## config.mk

```make
export PLATFORM = sky130hd
export DESIGN_NAME = fsm_share_sched
export DESIGN_NICKNAME = d
export VERILOG_FILES = /design/src/rtl/fsm_share_sched.sv
export SDC_FILE = /design/constraint.sdc
export NUM_CORES = 1
export LEC_CHECK = 0
export CAP_MARGIN = 20
export CORE_MARGIN = 2
export CORE_UTILIZATION = 30
export DETAILED_ROUTE_END_ITERATION = 8
export HOLD_SLACK_MARGIN = 0.06
export PLACE_DENSITY = 0.59
export SETUP_SLACK_MARGIN = 0.15
export SYNTH_ARGS = -nofsm -noshare
export SYNTH_HDL_FRONTEND = slang
export SYNTH_SLANG_ARGS = --single-unit
```

## constraint.sdc

```tcl
create_clock -name clk -period 4.61 [get_ports clk]
set_input_delay 1.1525 -clock clk [delete_from_list [all_inputs] [get_ports clk]]
set_output_delay 1.1525 -clock clk [all_outputs]
set_load 0.1 [all_outputs]
```

## src/rtl/fsm_share_sched.sv

```systemverilog
// fsm_share_sched
//
// Shares one serial Moore detector among N_REQ requesters. A round-robin
// arbiter picks a requester and latches its W-bit word. The scheduler then
// pulses the detector's reset for one cycle and streams the word LSB-first
// into it. It counts the cycles in which the detector answers with j=1 and
// returns that count with a one-cycle done pulse.
//
// Ports
//   clk      in   rising-edge clock
//   rst      in   asynchronous active-low reset
//   req      in   [N_REQ]    per-requester request level
//   data     in   [N_REQ*W]  requester k word at data[k*W +: W], sampled at grant
//   gnt      out  [N_REQ]    registered one-hot grant, held CLR..DONE
//   done     out             one-cycle completion pulse
//   result   out  [CW]       count of j-high samples, valid while done=1
//   fsm_rst  out             registered active-low reset to the shared detector
//   fsm_i    out             registered serial bit to the shared detector
//   fsm_j    in              detector Moore output
module fsm_share_sched #(
    parameter int N_REQ = 4,
    parameter int W     = 8,
    parameter int CW    = $clog2(W + 1)
) (
    input  logic               clk,
    input  logic               rst,
    input  logic [N_REQ-1:0]   req,
    input  logic [N_REQ*W-1:0] data,
    output logic [N_REQ-1:0]   gnt,
    output logic               done,
    output logic [CW-1:0]      result,
    output logic               fsm_rst,
    output logic               fsm_i,
    input  logic               fsm_j
);

    localparam int PW = $clog2(N_REQ);
    localparam int BW = $clog2(W);

    typedef enum logic [2:0] {
        IDLE,
        CLR,
        SHIFT,
        DRAIN,
        DONE
    } state_t;

    state_t          state;
    logic [PW-1:0]   rr_ptr;
    logic [PW-1:0]   gnt_idx;
    logic [W-1:0]    shreg;
    logic [CW-1:0]   cnt;
    logic [BW-1:0]   bitcnt;
    logic            smp;

    logic            pick_valid;
    logic [PW-1:0]   pick_idx;
    logic [W-1:0]    pick_word;
    logic [CW-1:0]   cnt_inc;

    // Round-robin pick: the first requester at or after rr_ptr, searching
    // upward with wrap. The loop runs from the farthest offset down, so the
    // nearest candidate is written last and wins.
    always_comb begin
        pick_valid = 1'b0;
        pick_idx   = '0;
        for (int off = N_REQ - 1; off >= 0; off--) begin
            if (req[(int'(rr_ptr) + off) % N_REQ]) begin
                pick_valid = 1'b1;
                pick_idx   = PW'((int'(rr_ptr) + off) % N_REQ);
            end
        end
        pick_word = data[int'(pick_idx) * W +: W];
    end

    // The count including this edge's sample. DRAIN uses it so that the
    // response to the last bit is already in result when done rises.
    assign cnt_inc = cnt + {{(CW - 1){1'b0}}, smp & fsm_j};

    // Scheduler FSM. All outputs are registered here. smp marks cycles in
    // which fsm_j reflects a bit that was driven in the previous cycle. That
    // gives exactly W samples, the last of which falls in DRAIN.
    always_ff @(posedge clk or negedge rst) begin
        if (!rst) begin
            state   <= IDLE;
            gnt     <= '0;
            done    <= 1'b0;
            result  <= '0;
            fsm_rst <= 1'b0;
            fsm_i   <= 1'b0;
            rr_ptr  <= '0;
            gnt_idx <= '0;
            shreg   <= '0;
            cnt     <= '0;
            bitcnt  <= '0;
            smp     <= 1'b0;
        end else begin
            done <= 1'b0;
            if (smp) begin
                cnt <= cnt_inc;
            end
            case (state)
                IDLE: begin
                    fsm_rst <= 1'b1;
                    fsm_i   <= 1'b0;
                    gnt     <= '0;
                    smp     <= 1'b0;
                    if (pick_valid) begin
                        gnt     <= N_REQ'(1) << pick_idx;
                        gnt_idx <= pick_idx;
                        shreg   <= pick_word;
                        cnt     <= '0;
                        bitcnt  <= '0;
                        fsm_rst <= 1'b0;
                        state   <= CLR;
                    end
                end
                CLR: begin
                    fsm_rst <= 1'b1;
                    fsm_i   <= shreg[0];
                    shreg   <= shreg >> 1;
                    state   <= SHIFT;
                end
                SHIFT: begin
                    smp <= 1'b1;
                    if (bitcnt == BW'(W - 1)) begin
                        fsm_i <= 1'b0;
                        state <= DRAIN;
                    end else begin
                        fsm_i  <= shreg[0];
                        shreg  <= shreg >> 1;
                        bitcnt <= bitcnt + BW'(1);
                    end
                end
                DRAIN: begin
                    smp    <= 1'b0;
                    result <= cnt_inc;
                    done   <= 1'b1;
                    state  <= DONE;
                end
                DONE: begin
                    result <= '0;
                    gnt    <= '0;
                    rr_ptr <= (gnt_idx == PW'(N_REQ - 1)) ? '0 : gnt_idx + PW'(1);
                    state  <= IDLE;
                end
                default: begin
                    state <= IDLE;
                end
            endcase
        end
    end

endmodule

```

==> qor.txt, run 1 <==
==========================================================================================
Total cell area at the placement stage ......................................     2430 µm²
LEAKAGE .....................................................................   0.00116 µW
Global router's overall resource usage ......................................        0.116
Seq cells post-synth ........................................................           34
Number of buffers inserted by port buffering ................................           49
Setup violators final .......................................................            0
Type of origin of the critical path .........................................   input port
Commonest register cell after synthesis .....................................      dfrtp_1
Area share of fa/ha/maj cells after synthesis ...............................       0.0330
Min Tclk post-route .........................................................      3.16 ns
Post-route DRC ..............................................................            0
Critical path peak fanout ...................................................           18
XOR/XNOR Fraction of Synth Area .............................................       0.0185
Drt wl/cell .................................................................      12.3 µm
Portion of netlist area occupied by mux cells ...............................        0.160
HPWL after detailed placement ...............................................      2700 µm
Number of antenna violations at the first check in global routing ...........            0
Post-synth net total ........................................................          228
Final hold violation count ..................................................            0
Met3 routed wirelength ......................................................       282 µm
Number of antenna repair diodes .............................................            0
Grt ovf .....................................................................            0
Worst Skew ..................................................................   0.00433 ns
Final sum of negative setup slack ...........................................         0 ns
Total length of routed wires ................................................      3780 µm
Remaining number of nets flagged by the antenna check after routing .........            0
Number of nets in the finished design .......................................          276
Actual slew at the worst max-slew pin .......................................     0.997 ns
Resized cells post-CTS ......................................................            0
Number of enable-type register cells in the synthesized netlist .............            0
Slew Viols, Final ...........................................................            0
Area share of the leading cell type in the synthesized netlist ..............        0.449
Most area-consuming cells after synthesis ................................... dfrtp_1, mux2i_1, nand2_1, nor2_1, a221o_1
Post-CTS Setup Inserts ......................................................            0
Fraction of the yosys area taken by sequential cells ........................        0.449
Via count of the first global-routing pass ..................................         1442
CTS Root Cell ...............................................................     clkbuf_8
Post-synthesis compound-gate area fraction ..................................        0.153
Maximum number of pins on one net before global-route repair ................           35
Post-synthesis cell count ...................................................          184
Initial core utilization ....................................................        0.315
Clock buffer count from CTS .................................................            5
Via-to-Cell Ratio ...........................................................         4.83
Floorplan die area ..........................................................     6970 µm²
Maximum single-stage delay on the critical path .............................      0.56 ns
Peak Freq ...................................................................      316 MHz
Required time worst endpoint ................................................      4.78 ns
Global-route wire length before repair ......................................      6500 µm
Async set or reset register ratio after synthesis ...........................         1.00
Max-capacitance violation count .............................................            0
Number of detailed-routing iterations run before antenna repair .............            4
Post-Synth Simple-Gate Area .................................................        0.137
Count of different cell masters after synthesis .............................           34
Kind of end point of the critical path ......................................     register
RSZ-0062 raised after global routing ........................................           no
Family of cells with the greatest summed delay on the critical path ......... compound AO/OA/AOI/OAI gates
Worst-case clock buffer depth ...............................................            2
Final weighted congestion in routability-driven placement ...................        0.707
CP Buf/Inv Count ............................................................            1
Syn-to-layout area delta ....................................................        32.9%
Number of placed I/O pins ...................................................           50
Number of cell rows .........................................................           28
Synth Cell Area .............................................................     1900 µm²
Final Power .................................................................      1720 µW
Horiz. Die Dim ..............................................................      83.5 µm
TritonCTS clock tree ........................................................         done
Syn avg cell area ...........................................................     10.3 µm²
Status ...................................................................... complete, no violations
Worst-skew pair later-pin latency ...........................................      0.28 ns
Routed wire length on met2 ..................................................      1700 µm
Vias ........................................................................         1488
Top routing layer used ......................................................         met4
Relative slew margins .......................................................        0.333
Maximum resistive drop on vdd ...............................................     0.329 mV
Largest family of logic cells by synthesized area ........................... multiplexers
Finished layout cell area ...................................................     2520 µm²
Die Y .......................................................................      83.5 µm
Slowest stage cell, crit path ...............................................        or4_4
Met1 Wirelength .............................................................      1740 µm
Power Density ...............................................................   682 nW/µm²
Clock edge transition at the registers on the reported setup and hold paths .      0.07 ns
Type of the worst setup path ................................................    in -> reg
Count of warnings emitted by yosys ..........................................            0
Part of the cycle the worst path needs ......................................        0.686
Data arrival time of the critical path ......................................      3.33 ns
Cell-by-cell listing of the critical path ................................... clkdlybuf4s50_1, or4_4, o21bai_2, a21o_1, nor2_4, a221o_1
Hold Buf Count CTS ..........................................................            0
Detailed Route Iter0 Violations .............................................           39
Layout cells sized above 1 ..................................................       0.0730
Kind of path behind the tightest hold check .................................   reg -> reg
Tightest hold margin ........................................................     0.482 ns
Number of sinks driven by the clock tree ....................................           34
Area inside the core boundary ...............................................     6030 µm²
Largest area contributor in the netlist .....................................      dfrtp_1
H-tree depth ................................................................            2
==========================================================================================
[per-stage QoR]
stage                     utilization  cells  setup slack (ns)
after detailed placement        0.403    300              1.13
after global placement          0.403    300              1.18
after floorplan                     -    184              2.05
after global routing            0.418    308              1.25
after CTS                       0.418    308              1.45
final                           0.418    308              1.45
[worst reg2reg max path: stages, from the launching register on]
cell      delay (ns)
dfrtp_1         0.49
nand2b_1        0.23
a21oi_1         0.77
nor2_4          0.23
a221o_1         0.35
[state kept, by name, summed over array words and instances (netlist names), 2 cells and up]
register  flops
result        4
shreg         8
gnt_idx       2
bitcnt        3
cnt           4
state         3
rr_ptr        2
gnt           4
[cell usage in the layout, fill, tap and decap left out, types with 2 or more instances in the layout]
cell type	n
o22ai_1	3
nor2_1	19
nor3_1	2
buf_4	2
o21ai_0	5
nand2_1	20
a221o_1	7
mux2_2	2
dfrtp_1	34
mux2i_1	28
clkdlybuf4s50_1	49
a22o_1	7
xor2_1	4
clkbuf_8	6
nand2b_1	5
ha_1	5
inv_1	6
a21oi_1	10
[final timing paths]
path / start / end / slack [ns] / cells after the start
min reg2reg: gnt[2] / gnt[2] / 0.48 / 2
min in group asynchronous: rst / bitcnt[1] / 1.28 / 2
max: req[2] / shreg[5] / 1.45 / 6
max reg2reg: state[1] / shreg[5] / 2.43 / 4
min: gnt[2] / gnt[2] / 0.48 / 2
max in group asynchronous: rst / cnt[3] / 3.03 / 2
[report_power, final]
part | switching [µW] | internal [µW]
clock | 105 | 120
sequential | 106 | 421
combinational | 615 | 351
[kinds of logic after synthesis]
logic type	Yosys count
xor+xnor	4
flops	34
fa+ha+maj	5
simple gates	56
compound gates	39
mux	30
buf+inv	16
[per-layer routing]
layer	global-route usage	vias to the layer above
li1	-	755
met1	0.138	685
met2	0.194	41
met3	0.0475	7
met4	0.0352	0
met5	0	-
[cell type report]
cell class	instances	area [µm²]
timing repair buffer	51	505
fill	618	3510
multi-input combinational	134	956
sequential	34	851
clock inverter	1	5.00
inverter	6	22.5
tap	75	93.8
clock buffer	7	86.3
[cell usage after synthesis (all sizes together), types with 2 or more instances]
cell type / n
buf: 7
nand2: 20
mux2i: 28
a21oi: 10
dfrtp: 34
a221o: 7
xor2: 4
o22ai: 4
o21ai: 5
a22o: 7
inv: 6
ha: 5
nor3: 3
nand2b: 5
and2: 2
clkbuf: 3
mux2: 2
nor2: 20
No activity file was read; power rests on OpenSTA's default activity.
==> run 2: changes to the inputs <==
--- a/config.mk
+++ b/config.mk
@@ -10,7 +10,7 @@
 export CORE_UTILIZATION = 30
 export DETAILED_ROUTE_END_ITERATION = 8
 export HOLD_SLACK_MARGIN = 0.06
-export PLACE_DENSITY = 0.59
+export PLACE_DENSITY = 0.61
 export SETUP_SLACK_MARGIN = 0.15
 export SYNTH_ARGS = -nofsm -noshare
 export SYNTH_HDL_FRONTEND = slang
==> constraint.sdc (replaced) <==
create_clock -name clk -period 2.86 [get_ports clk]
set_input_delay 0.715 -clock clk [delete_from_list [all_inputs] [get_ports clk]]
set_output_delay 0.715 -clock clk [all_outputs]
set_load 0.1 [all_outputs]
==> qor.txt, run 2 (synthesis results as in run 1) <==
==========================================================================================
Status ...................................................................... complete, no violations
Number of nets in the finished design .......................................          280
Worst reg2reg startpoint ....................................................    rr_ptr[1]
Initial core utilization ....................................................        0.315
Via count of the first global-routing pass ..................................         1519
H-tree depth ................................................................            2
Share of power burned in registers ..........................................        0.300
Number of detailed-routing iterations run before antenna repair .............            4
Start point of the worst min-delay path .....................................       gnt[3]
Number of cell rows .........................................................           28
Share of power burned in the clock network ..................................        0.126
Power Density ...............................................................  1120 nW/µm²
Drt wl/cell .................................................................      12.1 µm
Number of antenna repair diodes .............................................            0
Part of the cycle the worst path needs ......................................        0.853
Kind of end point of the critical path ......................................     register
CTS Root Cell ...............................................................     clkbuf_8
Vias ........................................................................         1485
Grt ovf .....................................................................            0
Relative slew margins .......................................................        0.670
Final hold violation count ..................................................            0
Power dissipated by switching net loads .....................................      1350 µW
Sw Ratio ....................................................................        0.474
Highest-count cells in the layout ignoring fill and taps .................... clkdlybuf4s50_1, dfrtp_1, mux2i_1, nand2_1, nor2_1
Via-to-Cell Ratio ...........................................................         4.76
Post-route DRC ..............................................................            0
Kind of path behind the tightest hold check .................................   reg -> reg
Detailed Route Iter0 Violations .............................................           76
Layout cells sized above 1 ..................................................        0.135
Type of origin of the critical path .........................................   input port
Max FFs per register ........................................................            8
Peak Freq ...................................................................      410 MHz
Worst Skew ..................................................................   0.00805 ns
Clock edge transition at the registers on the reported setup and hold paths .      0.06 ns
Die Y .......................................................................      83.5 µm
Sequential cell area ........................................................      851 µm²
Number of buffers inserted by port buffering ................................           49
Most common cell after layout, fill and taps aside .......................... clkdlybuf4s50_1
Final weighted congestion in routability-driven placement ...................        0.726
Max-capacitance violation count .............................................            0
Global-route wire length before repair ......................................      6620 µm
RSZ-0062 raised after global routing ........................................           no
Critical path peak fanout ...................................................            5
Resized cells post-CTS ......................................................            0
Number of placed I/O pins ...................................................           50
LEAKAGE .....................................................................   0.00120 µW
Data arrival time of the critical path ......................................      2.61 ns
Setup violators final .......................................................            0
Top register by number of flip-flops ........................................        shreg
HPWL after detailed placement ...............................................      2750 µm
Multi-input combinational cell area .........................................      956 µm²
Number of antenna violations at the first check in global routing ...........            0
Internal power ..............................................................      1500 µW
Global router's overall resource usage ......................................        0.117
Actual slew at the worst max-slew pin .......................................     0.490 ns
Clock buffer count from CTS .................................................            5
Area inside the core boundary ...............................................     6030 µm²
Worst-skew pair later-pin latency ...........................................      0.29 ns
Final sum of negative setup slack ...........................................         0 ns
Required time worst endpoint ................................................      3.02 ns
Maximum resistive drop on vdd ...............................................     0.475 mV
Remaining number of nets flagged by the antenna check after routing .........            0
Min Tclk post-route .........................................................      2.44 ns
TritonCTS clock tree ........................................................         done
Floorplan die area ..........................................................     6970 µm²
Maximum number of pins on one net before global-route repair ................           35
Total length of routed wires ................................................      3770 µm
Post-CTS Setup Inserts ......................................................            0
Number of sinks driven by the clock tree ....................................           34
Filler Cell Count ...........................................................          623
Worst-case clock buffer depth ...............................................            2
Horiz. Die Dim ..............................................................      83.5 µm
Type of the worst setup path ................................................    in -> reg
Worst setup path startpoint .................................................       req[2]
Part of the power in combinational logic ....................................        0.573
Hold Buf Count CTS ..........................................................            0
Utilization after layout ....................................................        0.423
Syn-to-layout area delta ....................................................        34.4%
Slew Viols, Final ...........................................................            0
==========================================================================================
## run 2: changes by cell type in the layout (fill, tap and decap cells not counted)
| cell | previous run | this run |
|---|---|---|
| buf_4 | 2 | 15 |
| clkdlybuf4s50_1 | 49 | 38 |
| buf_12 | 0 | 2 |
## run 2: worst max-delay path, cell delays in order
cell	delay, ns
clkdlybuf4s50_1	0.46
or4_4	0.57
o21bai_2	0.14
a21o_1	0.25
buf_4	0.17
nor2_1	0.04
a221o_1	0.25
## run 2: routing by layer
layer | GRT usage | vias to the layer above | part of all wire
li1 | - | 765 | -
met1 | 0.131 | 674 | 0.46
met2 | 0.210 | 39 | 0.47
met3 | 0.0366 | 7 | 0.057
met4 | 0.0396 | 0 | 0.016
met5 | 0 | - | 0
## run 2: area by class of cell
cell class                 instances  area share
clock buffer                       7      0.0339
clock inverter                     1     0.00196
inverter                           6     0.00884
multi-input combinational        134       0.375
sequential                        34       0.334
tap                               75      0.0368
timing repair buffer              55       0.209
## run 2: final timing paths
kind / end / slack (ns) / cells after the start
max: shreg[6] / 0.42 / 7
min: gnt[3] / 0.49 / 2
max reg2reg: shreg[6] / 0.92 / 7
min reg2reg: gnt[3] / 0.49 / 2
max in group asynchronous: shreg[4] / 1.72 / 2
min in group asynchronous: bitcnt[2] / 0.83 / 2
## run 2: stage by stage
| stage | std cells | setup WS, ns | hold WS (ns) | instance area (µm²) | total power (µW) |
|---|---|---|---|---|---|
| final | 312 | 0.419 | 0.489 | 2550 | 2850 |
| after global routing | 312 | 0.359 | 0.532 | 2550 | 3070 |
| after CTS | 312 | 0.421 | 0.498 | 2550 | 2880 |
| after detailed placement | 304 | 0.141 | 0.484 | 2460 | 2520 |
| after global placement | 304 | 0.186 | 0.479 | 2460 | 2490 |
| after floorplan | 184 | 0.733 | 0.419 | 1900 | 2140 |
## run 2: power by group through the flow
stage / sequential (µW) / clock (µW) / combinational, µW
global placement: 858 / 0 / 1630
detailed placement: 862 / 0 / 1660
CTS: 856 / 368 / 1660
floorplan: 1240 / 0 / 905
finish: 856 / 360 / 1630
global route: 890 / 398 / 1790
==> run 3: changes to the inputs <==
--- a/config.mk
+++ b/config.mk
@@ -7,10 +7,11 @@
 export LEC_CHECK = 0
 export CAP_MARGIN = 20
 export CORE_MARGIN = 2
-export CORE_UTILIZATION = 30
+export CORE_UTILIZATION = 34
+export CTS_CLUSTER_SIZE = 28
 export DETAILED_ROUTE_END_ITERATION = 8
 export HOLD_SLACK_MARGIN = 0.06
-export PLACE_DENSITY = 0.61
+export PLACE_DENSITY = 0.7
 export SETUP_SLACK_MARGIN = 0.15
 export SYNTH_ARGS = -nofsm -noshare
 export SYNTH_HDL_FRONTEND = slang
==> qor.txt, run 3 (synthesis results as in run 1) <==
==========================================================================================
Floorplan die area ..........................................................     6190 µm²
Met2 layer usage reported by global route ...................................        0.210
Via count of the first global-routing pass ..................................         1461
Final hold violation count ..................................................            0
Maximum single-stage delay on the critical path .............................      0.56 ns
Flop-to-flop setup slack ....................................................      0.95 ns
Data arrival time of the critical path ......................................      2.55 ns
GRT met3 Usage ..............................................................       0.0333
Relative slew margins .......................................................        0.658
Global-route wire length before repair ......................................      6140 µm
Total length of routed wires ................................................      3580 µm
Required time worst endpoint ................................................      3.02 ns
Critical path peak fanout ...................................................            9
Highest-count cells in the layout ignoring fill and taps .................... clkdlybuf4s50_1, dfrtp_1, mux2i_1, nand2_1, nor2_1
Min Tclk post-route .........................................................      2.39 ns
Total cell area at the placement stage ......................................     2440 µm²
Slowest stage cell, crit path ...............................................        or4_4
Type of origin of the critical path .........................................   input port
Max-capacitance violation count .............................................            0
Maximum number of pins on one net before global-route repair ................           35
Kind of end point of the critical path ......................................     register
Final sum of negative setup slack ...........................................         0 ns
Busiest grt layer ...........................................................         met2
Worst-case clock buffer depth ...............................................            2
Cell-by-cell listing of the critical path ................................... clkdlybuf4s50_1, or4_4, o21bai_2, a21o_1, buf_4, nor2_1, a221o_1
Layout cells sized above 1 ..................................................        0.139
Grt ovf .....................................................................            0
Slew Viols, Final ...........................................................            0
TritonCTS clock tree ........................................................         done
Sequential cell area ........................................................      851 µm²
Filler Cell Count ...........................................................          531
Post-route DRC ..............................................................            0
Syn-to-layout area delta ....................................................        34.5%
Number of sinks driven by the clock tree ....................................           34
Final weighted congestion in routability-driven placement ...................        0.778
Vias ........................................................................         1501
Worst-skew pair later-pin latency ...........................................      0.28 ns
Number of buffers inserted by port buffering ................................           49
RSZ-0062 raised after global routing ........................................           no
Multi-input combinational cell area .........................................      956 µm²
H-tree depth ................................................................            2
Minimum setup slack in the final design .....................................     0.473 ns
Power Density ...............................................................  1120 nW/µm²
Number of placed I/O pins ...................................................           50
Clock buffer count from CTS .................................................            5
Remaining number of nets flagged by the antenna check after routing .........            0
Global-route met1 utilization ...............................................        0.148
Type of the worst setup path ................................................    in -> reg
LEAKAGE .....................................................................   0.00121 µW
Initial core utilization ....................................................        0.349
Number of cell rows .........................................................           27
Top register by number of flip-flops ........................................        shreg
Status ...................................................................... complete, no violations
Finished layout cell area ...................................................     2550 µm²
Resized cells post-CTS ......................................................            0
Part of the cycle the worst path needs ......................................        0.835
Number of antenna violations at the first check in global routing ...........            0
Most common cell after layout, fill and taps aside .......................... clkdlybuf4s50_1
Number of antenna repair diodes .............................................            0
Max FFs per register ........................................................            8
Worst slack, placed .........................................................     0.173 ns
Clock edge transition at the registers on the reported setup and hold paths .      0.06 ns
Global router's overall resource usage ......................................        0.125
Utilization after layout ....................................................        0.469
Die Y .......................................................................      78.7 µm
Detailed Route Iter0 Violations .............................................           51
Drt wl/cell .................................................................      11.6 µm
CTS Root Cell ...............................................................     clkbuf_8
Worst Skew ..................................................................   0.00351 ns
Horiz. Die Dim ..............................................................      78.7 µm
Peak Freq ...................................................................      419 MHz
Post-CTS Setup Inserts ......................................................            0
Kind of path behind the tightest hold check .................................   reg -> reg
Hold Buf Count CTS ..........................................................            0
Actual slew at the worst max-slew pin .......................................     0.508 ns
Maximum resistive drop on vdd ...............................................     0.619 mV
Area inside the core boundary ...............................................     5440 µm²
Number of detailed-routing iterations run before antenna repair .............            4
Setup violators final .......................................................            0
Number of nets in the finished design .......................................          280
HPWL after detailed placement ...............................................      2660 µm
Via-to-Cell Ratio ...........................................................         4.86
==========================================================================================
run 3: area by class of cell:
type                       instances  share of cell area
inverter                           6             0.00883
clock buffer                       8              0.0432
multi-input combinational        134               0.375
timing repair buffer              55               0.204
sequential                        34               0.334
tap                               72              0.0353
run 3: final timing paths:
| path | from | endpoint | cells past startpoint |
|---|---|---|---|
| min | gnt[3] | gnt[3] | 2 |
| max | req[2] | shreg[6] | 7 |
| min in group asynchronous | rst | shreg[1] | 2 |
| max in group asynchronous | rst | gnt[3] | 2 |
| min reg2reg | gnt[3] | gnt[3] | 2 |
| max reg2reg | bitcnt[0] | gnt[3] | 8 |
run 3: per-stage QoR:
stage                     std cells  hold WS, ns  total power [µW]
after floorplan                 184        0.419              2140
after global placement          301        0.482              2450
after detailed placement        301        0.481              2480
after CTS                       309        0.496              2890
after global routing            309        0.521              3050
final                           309        0.488              2860
run 3: critical path: cells and delay by family:
| kind | cells | cell delay (ns) |
|---|---|---|
| buffers and inverters | 2 | 0.65 |
| and+or+nand+nor | 2 | 0.61 |
| AOI/OAI and AO/OA | 3 | 0.58 |
run 3: power breakdown:
group | switching [µW] | internal [µW] | leakage [µW]
sequential | 173 | 678 | 0.000435
combinational | 1000 | 603 | 0.000715
clock | 160 | 243 | 0.0000575
total | 1330 | 1520 | 0.00121
run 3: routing by layer:
metal  up-vias  share of wire
met1       689           0.45
li1        769              -
met3         5          0.051
met2        38           0.48
met4         0          0.014
met5         -              0
